--- src/rtl/pipe_ctrl.sv ---
// pipe_ctrl: pipeline sequencing controller for the RV32 core. It decides each
// cycle whether PC and IF/ID hold and whether IF/ID and ID/EX are flushed. The
// inputs are EX jumps, load-use hazards against decode operands, and an external hold request.
// Latency: RUN-state decisions are combinational in the same cycle. FLUSH and
// HOLD span later cycles and are tracked by a 2-bit state register.
// Backpressure: hold_req/hold_ack level handshake. ack rises the cycle after req
// is sampled in RUN and falls one cycle after req falls.
// Ports:
//   clk, rst                        core clock, synchronous active-high reset
//   id_reg1_raddr_i/id_reg2_raddr_i decode-stage source registers (0 = unused)
//   ex_reg_we_i/ex_reg_waddr_i/ex_mem_rd_i  EX destination info for load-use
//   ex_jump_flag_i/ex_jump_addr_i   EX resolved redirect
//   hold_req_i/hold_ack_o           external hold handshake
//   jump_flag_o/jump_addr_o         PC redirect
//   hold_pc_o/hold_if_id_o          stage holds
//   flush_if_id_o/flush_id_ex_o     stage flushes
// Optional: define PIPE_CTRL_PERF_EN to add perf_stall_cnt_o, perf_flush_cnt_o
// and perf_hold_cnt_o. These are 32-bit wrapping counters cleared by rst.

module pipe_ctrl #(
  parameter int FLUSH_CYCLES = 1,
  parameter int ADDR_W       = 32
) (
  input  logic              clk,
  input  logic              rst,
  input  logic [4:0]        id_reg1_raddr_i,
  input  logic [4:0]        id_reg2_raddr_i,
  input  logic              ex_reg_we_i,
  input  logic [4:0]        ex_reg_waddr_i,
  input  logic              ex_mem_rd_i,
  input  logic              ex_jump_flag_i,
  input  logic [ADDR_W-1:0] ex_jump_addr_i,
  input  logic              hold_req_i,
  output logic              hold_ack_o,
  output logic              jump_flag_o,
  output logic [ADDR_W-1:0] jump_addr_o,
  output logic              hold_pc_o,
  output logic              hold_if_id_o,
  output logic              flush_if_id_o,
  output logic              flush_id_ex_o
`ifdef PIPE_CTRL_PERF_EN
  ,
  output logic [31:0]       perf_stall_cnt_o,
  output logic [31:0]       perf_flush_cnt_o,
  output logic [31:0]       perf_hold_cnt_o
`endif
);

  localparam logic [1:0] ST_RUN   = 2'd0;
  localparam logic [1:0] ST_FLUSH = 2'd1;
  localparam logic [1:0] ST_HOLD  = 2'd2;

  // Number of FLUSH-state cycles that follow the jump cycle itself.
  localparam logic [1:0] FLUSH_INIT = 2'(FLUSH_CYCLES - 1);

  logic [1:0] state;
  logic [1:0] state_nxt;
  logic [1:0] flush_cnt;
  logic [1:0] flush_cnt_nxt;

  logic load_use;
  logic jump_evt;
  logic stall_evt;

  logic              ack_c;
  logic              jump_c;
  logic [ADDR_W-1:0] jaddr_c;
  logic              hpc_c;
  logic              hifid_c;
  logic              fifid_c;
  logic              fidex_c;

  assign load_use = ex_mem_rd_i & ex_reg_we_i & (ex_reg_waddr_i != 5'd0) &
                    ((ex_reg_waddr_i == id_reg1_raddr_i) |
                     (ex_reg_waddr_i == id_reg2_raddr_i));

  always_comb begin
    state_nxt     = state;
    flush_cnt_nxt = flush_cnt;
    jump_evt      = 1'b0;
    stall_evt     = 1'b0;
    ack_c         = 1'b0;
    jump_c        = 1'b0;
    jaddr_c       = '0;
    hpc_c         = 1'b0;
    hifid_c       = 1'b0;
    fifid_c       = 1'b0;
    fidex_c       = 1'b0;

    case (state)
      ST_RUN: begin
        if (ex_jump_flag_i) begin
          jump_evt = 1'b1;
          jump_c   = 1'b1;
          jaddr_c  = ex_jump_addr_i;
          fifid_c  = 1'b1;
          fidex_c  = 1'b1;
          if (FLUSH_CYCLES > 1) begin
            state_nxt     = ST_FLUSH;
            flush_cnt_nxt = FLUSH_INIT;
          end
        end else if (hold_req_i) begin
          // Ack stays low here: the bubble entering ID/EX this cycle
          // must settle before the pipeline counts as drained.
          hpc_c     = 1'b1;
          hifid_c   = 1'b1;
          fidex_c   = 1'b1;
          state_nxt = ST_HOLD;
        end else if (load_use) begin
          stall_evt = 1'b1;
          hpc_c     = 1'b1;
          hifid_c   = 1'b1;
          fidex_c   = 1'b1;
        end
      end

      ST_FLUSH: begin
        // EX holds a squashed instruction, so all requests wait.
        fifid_c = 1'b1;
        fidex_c = 1'b1;
        if (flush_cnt <= 2'd1) begin
          state_nxt     = ST_RUN;
          flush_cnt_nxt = 2'd0;
        end else begin
          flush_cnt_nxt = flush_cnt - 2'd1;
        end
      end

      ST_HOLD: begin
        // EX contains a bubble, so a jump flag here is stale.
        ack_c   = 1'b1;
        hpc_c   = 1'b1;
        hifid_c = 1'b1;
        fidex_c = 1'b1;
        if (!hold_req_i) begin
          state_nxt = ST_RUN;
        end
      end

      default: begin
        state_nxt     = ST_RUN;
        flush_cnt_nxt = 2'd0;
      end
    endcase
  end

  // Reset forces every output low in the same cycle, not just from the next one.
  assign hold_ack_o    = rst ? 1'b0 : ack_c;
  assign jump_flag_o   = rst ? 1'b0 : jump_c;
  assign jump_addr_o   = rst ? '0   : jaddr_c;
  assign hold_pc_o     = rst ? 1'b0 : hpc_c;
  assign hold_if_id_o  = rst ? 1'b0 : hifid_c;
  assign flush_if_id_o = rst ? 1'b0 : fifid_c;
  assign flush_id_ex_o = rst ? 1'b0 : fidex_c;

  always_ff @(posedge clk) begin
    if (rst) begin
      state     <= ST_RUN;
      flush_cnt <= 2'd0;
    end else begin
      state     <= state_nxt;
      flush_cnt <= flush_cnt_nxt;
    end
  end

`ifdef PIPE_CTRL_PERF_EN
  logic [31:0] stall_cnt;
  logic [31:0] flush_evt_cnt;
  logic [31:0] hold_cnt;

  always_ff @(posedge clk) begin
    if (rst) begin
      stall_cnt     <= 32'd0;
      flush_evt_cnt <= 32'd0;
      hold_cnt      <= 32'd0;
    end else begin
      if (stall_evt)         stall_cnt     <= stall_cnt + 32'd1;
      if (jump_evt)          flush_evt_cnt <= flush_evt_cnt + 32'd1;
      if (state == ST_HOLD)  hold_cnt      <= hold_cnt + 32'd1;
    end
  end

  assign perf_stall_cnt_o = rst ? 32'd0 : stall_cnt;
  assign perf_flush_cnt_o = rst ? 32'd0 : flush_evt_cnt;
  assign perf_hold_cnt_o  = rst ? 32'd0 : hold_cnt;
`else
  logic unused_evt;
  assign unused_evt = stall_evt | jump_evt;
`endif

endmodule

--- config.mk ---
export PLATFORM = sky130hd
export DESIGN_NAME = pipe_ctrl
export DESIGN_NICKNAME = d
export VERILOG_FILES = /design/src/rtl/pipe_ctrl.sv
export SDC_FILE = /design/constraint.sdc
export NUM_CORES = 1
export LEC_CHECK = 0
export ABC_CLOCK_PERIOD_IN_PS = 4250
export CAP_MARGIN = 10
export CORE_AREA = 3 3 59 47
export DETAILED_ROUTE_END_ITERATION = 7
export DIE_AREA = 0 0 62 50
export PLACE_DENSITY = 0.8
export SLEW_MARGIN = 40
export SYNTH_ARGS = -nofsm -noshare
export SYNTH_HDL_FRONTEND = slang
export SYNTH_SLANG_ARGS = --single-unit
--- constraint.sdc ---
create_clock -name clk -period 4.25 [get_ports clk]
set_clock_uncertainty 0.15 [all_clocks]
set_input_delay 0.85 -clock clk [delete_from_list [all_inputs] [get_ports clk]]
set_output_delay 0.85 -clock clk [all_outputs]
set_load 0.03 [all_outputs]
======== Word level (Yosys, flattened, before mapping) ========
Index checks and enable logic that the tools add are counted.
storage, ports and cells
  register bits after elaboration ......... 4
  input bits .............................. 53
  output and inout bits ................... 38
operators by class
  add/sub/neg operators ................... 1
  magnitude comparators ................... 1
  equality and inequality tests ........... 8
  mux-type cells .......................... 25
  bitwise gates (word level) .............. 4
  reductions and logical operators ........ 5
operator list
  operator                                              number
  two-way mux 32 bit                                    3
  two-way mux 1 bit                                     12
  equality test 5 bit                                   2
  two-way mux 2 bit                                     5
  inequality test 2 bit (second input constant)         4
  case mux 1 bit (2 select lines)                       3
  case mux 2 bit (3 select lines)                       1
  nonzero test 5 bit                                    1
  case mux 2 bit (2 select lines)                       1
  AND reduction 4 bit                                   1
  OR reduction 2 bit                                    2
  AND 1 bit                                             3
  equality test 2 x 1 -> 1 bit (second input constant)  1
  equality test 2 bit (second input constant)           1
  <= comparator 2 x 1 -> 1 bit (second input constant)  1
  logical NOT 2 bit                                     1
  subtractor 2 x 1 -> 2 bit (second input constant)     1
  bitwise OR 1 bit                                      1

======== Depth between registers and ports, before layout ========
  word-level depth ........................ 8
  mapped depth ............................ 5
  mapped depth without buffers ............ 4

======== Least setup slack after synthesis ========
OpenSTA, ideal clock, no wires.
  path type ............................... input -> output
  from .................................... input ex_reg_waddr_i[2]
  to ...................................... output hold_pc_o
  arrival time ............................ 2.329 ns
  setup slack ............................. 0.921 ns
  stages on the path ...................... 5
  buffers on the path ..................... 1
  cells stage by stage .................... xor2_1 -> nor3_1 -> a22oi_1 -> o21ai_0 -> buf_4
between the ends
  word-level cells in the longest chain between the ends .. 8
RTL lines
  what                                           RTL line  RTL
  from (decl)                                    29        input logic [4:0] ex_reg_waddr_i,
  equality test 5 bit (tied with other cells)    74        ((ex_reg_waddr_i == id_reg1_raddr_i) |
  bitwise OR 1 bit or AND 1 bit (tied branches)  74, 73
  AND 1 bit (*)                                  73        assign load_use = ex_mem_rd_i & ex_reg_we_i & (ex_reg_waddr_i != 5'd0) &
  two-way mux 1 bit (*) (3 in a row)             --
  case mux 1 bit (2 select lines) (*)            --
  two-way mux 1 bit (*)                          --
  to (decl)                                      37        output logic hold_pc_o,
Every way passes the cells marked *; elsewhere a longest branch is shown, timed or not.

======== Worst setup path after layout ========
  from .................................... input ex_reg_waddr_i[0]
  to ...................................... output hold_pc_o
between the ends
  word-level cells in the longest chain between the ends .. 8
RTL lines
  what                                           RTL line  RTL
  equality test 5 bit (tied with other cells)    74
  bitwise OR 1 bit or AND 1 bit (tied branches)  74, 73
  AND 1 bit (*)                                  73
  two-way mux 1 bit (*)                          --
  two-way mux 1 bit (*)                          102       end else if (hold_req_i) begin
  two-way mux 1 bit (*)                          92        if (ex_jump_flag_i) begin
  case mux 1 bit (2 select lines) (*)            90        case (state)
  two-way mux 1 bit (*)                          151       assign hold_pc_o = rst ? 1'b0 : hpc_c;
Marks and branches as above.

==> flow_summary.json <==
{
  "design_area_um2": 1370,
  "min_to": "state[1]$_SDFFE_PP0P_",
  "grt_pass1_vias": 735,
  "max_cap_violations": 0,
  "grt_pass1_wl_um": 3460,
  "syn_area_um2": 443,
  "cts_resized": 0,
  "yosysWarnings": 0,
  "rows": 15,
  "startpoint": "ex_reg_waddr_i[0]",
  "clk_pin_slew_ns": 0,
  "power.share.switching_pct": 40.3,
  "r2r_end": "state[1]$_SDFFE_PP0P_",
  "power.share.clock_pct": 0,
  "diodes": 0,
  "period_share_pct": 91.2,
  "max_freq_ghz": 0.258,
  "fill_cells": 217,
  "grt_max_degree": 35,
  "p_per_area_nw_per_um2": 111,
  "wl_per_cell_um": 13.1,
  "pwr-share-seq_pct": 6.8,
  "slew_headroom_pct": 77.4,
  "rr_worst_depth": 2,
  "reg2reg_from": "state[1]$_SDFFE_PP0P_",
  "worstMarginPinSlew_ns": 0.339,
  "ctsHoldBuffers": 0,
  "fin_crit_ns": 3.88,
  "firstDrtPassIters": 4,
  "core_um2": 2270,
  "drive_above_1_share_pct": 1.32,
  "leakage_nw": 0.518,
  "port_buffers": 90,
  "fin_nets": 207,
  "placed_cells": 186,
  "hold_depth": 2,
  "vias": 724,
  "drt_iter0_drc": 13,
  "cp-start-kind": "input pin",
  "dp_hpwl_um": 2170,
  "holdCritStartpoint": "state[1]$_SDFFE_PP0P_",
  "ant_nets": 0,
  "drc": 0,
  "clk_latency_ns": 0,
  "combPwrFrac_pct": 93.2,
  "dieArea_um2": 3100,
  "place_congestion": 0.741,
  "internal-power_w": 0.0000905,
  "hold_path.class": "reg2reg",
  "layout.cells.non_filler": 186,
  "hold_viol": 0,
  "chipWidth_um": 62,
  "setup_viol": 0,
  "io_pins": 91,
  "finalPower_w": 0.000152,
  "die_h_um": 50,
  "path_class": "in2out",
  "rsz0062_at_grt": "no",
  "slew_violations": 0,
  "irDropWorstVdd_mv": 0.0771,
  "reg_top3": "state (1)",
  "postPlaceCellArea_um2": 1370,
  "top_register": "state",
  "largest_reg_flops": 1,
  "crit_path_end_kind": "primary output",
  "crit_arrival_ns": 2.88,
  "tns_ns": 0,
  "grt.total_usage_pct": 14.4,
  "globalRouteOverflowTotal": 0,
  "post-cts-setup-buffers": 0,
  "synth_seq_cells": 1,
  "drt_wl_total_um": 2430,
  "crit_fanout": 3,
  "ys_types": 19,
  "r2r_slack_ns": 3.46,
  "grt_antenna_before_repair": 0,
  "via_per_inst": 3.89,
  "synthCells": 66,
  "yosysSeqAreaShare_pct": 4.52,
  "run_status": "finished, final reports clean",
  "area_growth_pct": 208,
  "avgSynthCellArea_um2": 6.71,
  "synth_nets": 119,
  "p_sw_w": 0.0000612,
  "post-route-util_pct": 60.2,
  "start_util_pct": 19.5,
  "crit_required_ns": 3.25
}
==> Yosys cell counts, drive strengths merged <==
library cell   n  area [um2]
and2b          1        7.51
or3            1        6.26
nor2b          3        21.3
a211oi         1        7.51
clkbuf         2        7.51
buf            3        20.0
and2          32         200
nor3           3        15.0
nand2          1        3.75
xor2          10        87.6
nor2           3        11.3
dfxtp          1        20.0
a21oi          1        5.00
nor3b          1        7.51
o311a          1        10.0
o21ai          1        5.00
a22oi          1        7.51
==> how the worst max path moves through the flow <==
stage	to	slack, ns
CTS	hold_pc_o	0.36
floorplan	hold_pc_o	0.92
detailed placement	hold_pc_o	0.35
global placement	hold_pc_o	0.47
global route	hold_if_id_o	0.24
finish	hold_pc_o	0.37
==> kinds of logic after synthesis <==
| kind of cell | count (synthesis) | synth area share (%) |
|---|---|---|
| XOR/XNOR | 10 | 19.8 |
| AO/OA/AOI/OAI | 5 | 7.91 |
| buffers and inverters | 5 | 6.21 |
| flip-flops | 1 | 4.52 |
| AND/OR/NAND/NOR | 45 | 61.6 |
==> routing by layer <==
metal | share of wire (%) | vias up | global-route usage, %
li1 | - | 382 | -
met1 | 35 | 311 | 14.9
met2 | 59 | 29 | 30.3
met3 | 5.3 | 2 | 0.785
met4 | 0.74 | 0 | 1.06
met5 | 0 | - | 0
==> critical path, cell delays in order <==
cell and delay, ns:
clkdlybuf4s50_1 0.48, or3_1 0.41, o311a_1 0.34, nand2_1 0.08, o21ai_0 0.11, clkdlybuf4s50_1 0.63
==> through the flow <==
stage	hold slack, ns	setup WS, ns
final	0.427	0.372
after global placement	0.393	0.474
after CTS	0.414	0.363
after detailed placement	0.414	0.349
after global routing	0.466	0.237
after floorplan	0.369	0.921
==> power groups by stage <==
stage,Clock (W),Combinational (W),Sequential [W]
floorplan,0,0.0000584,0.0000103
global route,0,0.000149,0.0000104
CTS,0,0.000142,0.0000103
global placement,0,0.000139,0.0000103
detailed placement,0,0.000141,0.0000103
finish,0,0.000141,0.0000103
==> final cells by class <==
cell class	count	area [um2]	area share [%]
timing repair buffer	91	908	66.5
multi-input combinational	60	395	28.9
tap	34	42.5	3.11
sequential	1	20.0	1.47
==> cell usage in the layout, fill, tap and decap left out <==
cell type        count
a211oi_1             1
a21oi_1              1
a22oi_1              1
and2_1              32
and2b_1              1
buf_4                1
clkdlybuf4s50_1     90
dfxtp_1              1
nand2_1              1
nor2_1               3
nor2b_1              2
nor2b_2              1
nor3_1               3
nor3b_1              1
o21ai_0              1
o311a_1              1
or3_1                1
xor2_1              10
Power figures use the tool's default switching activity.
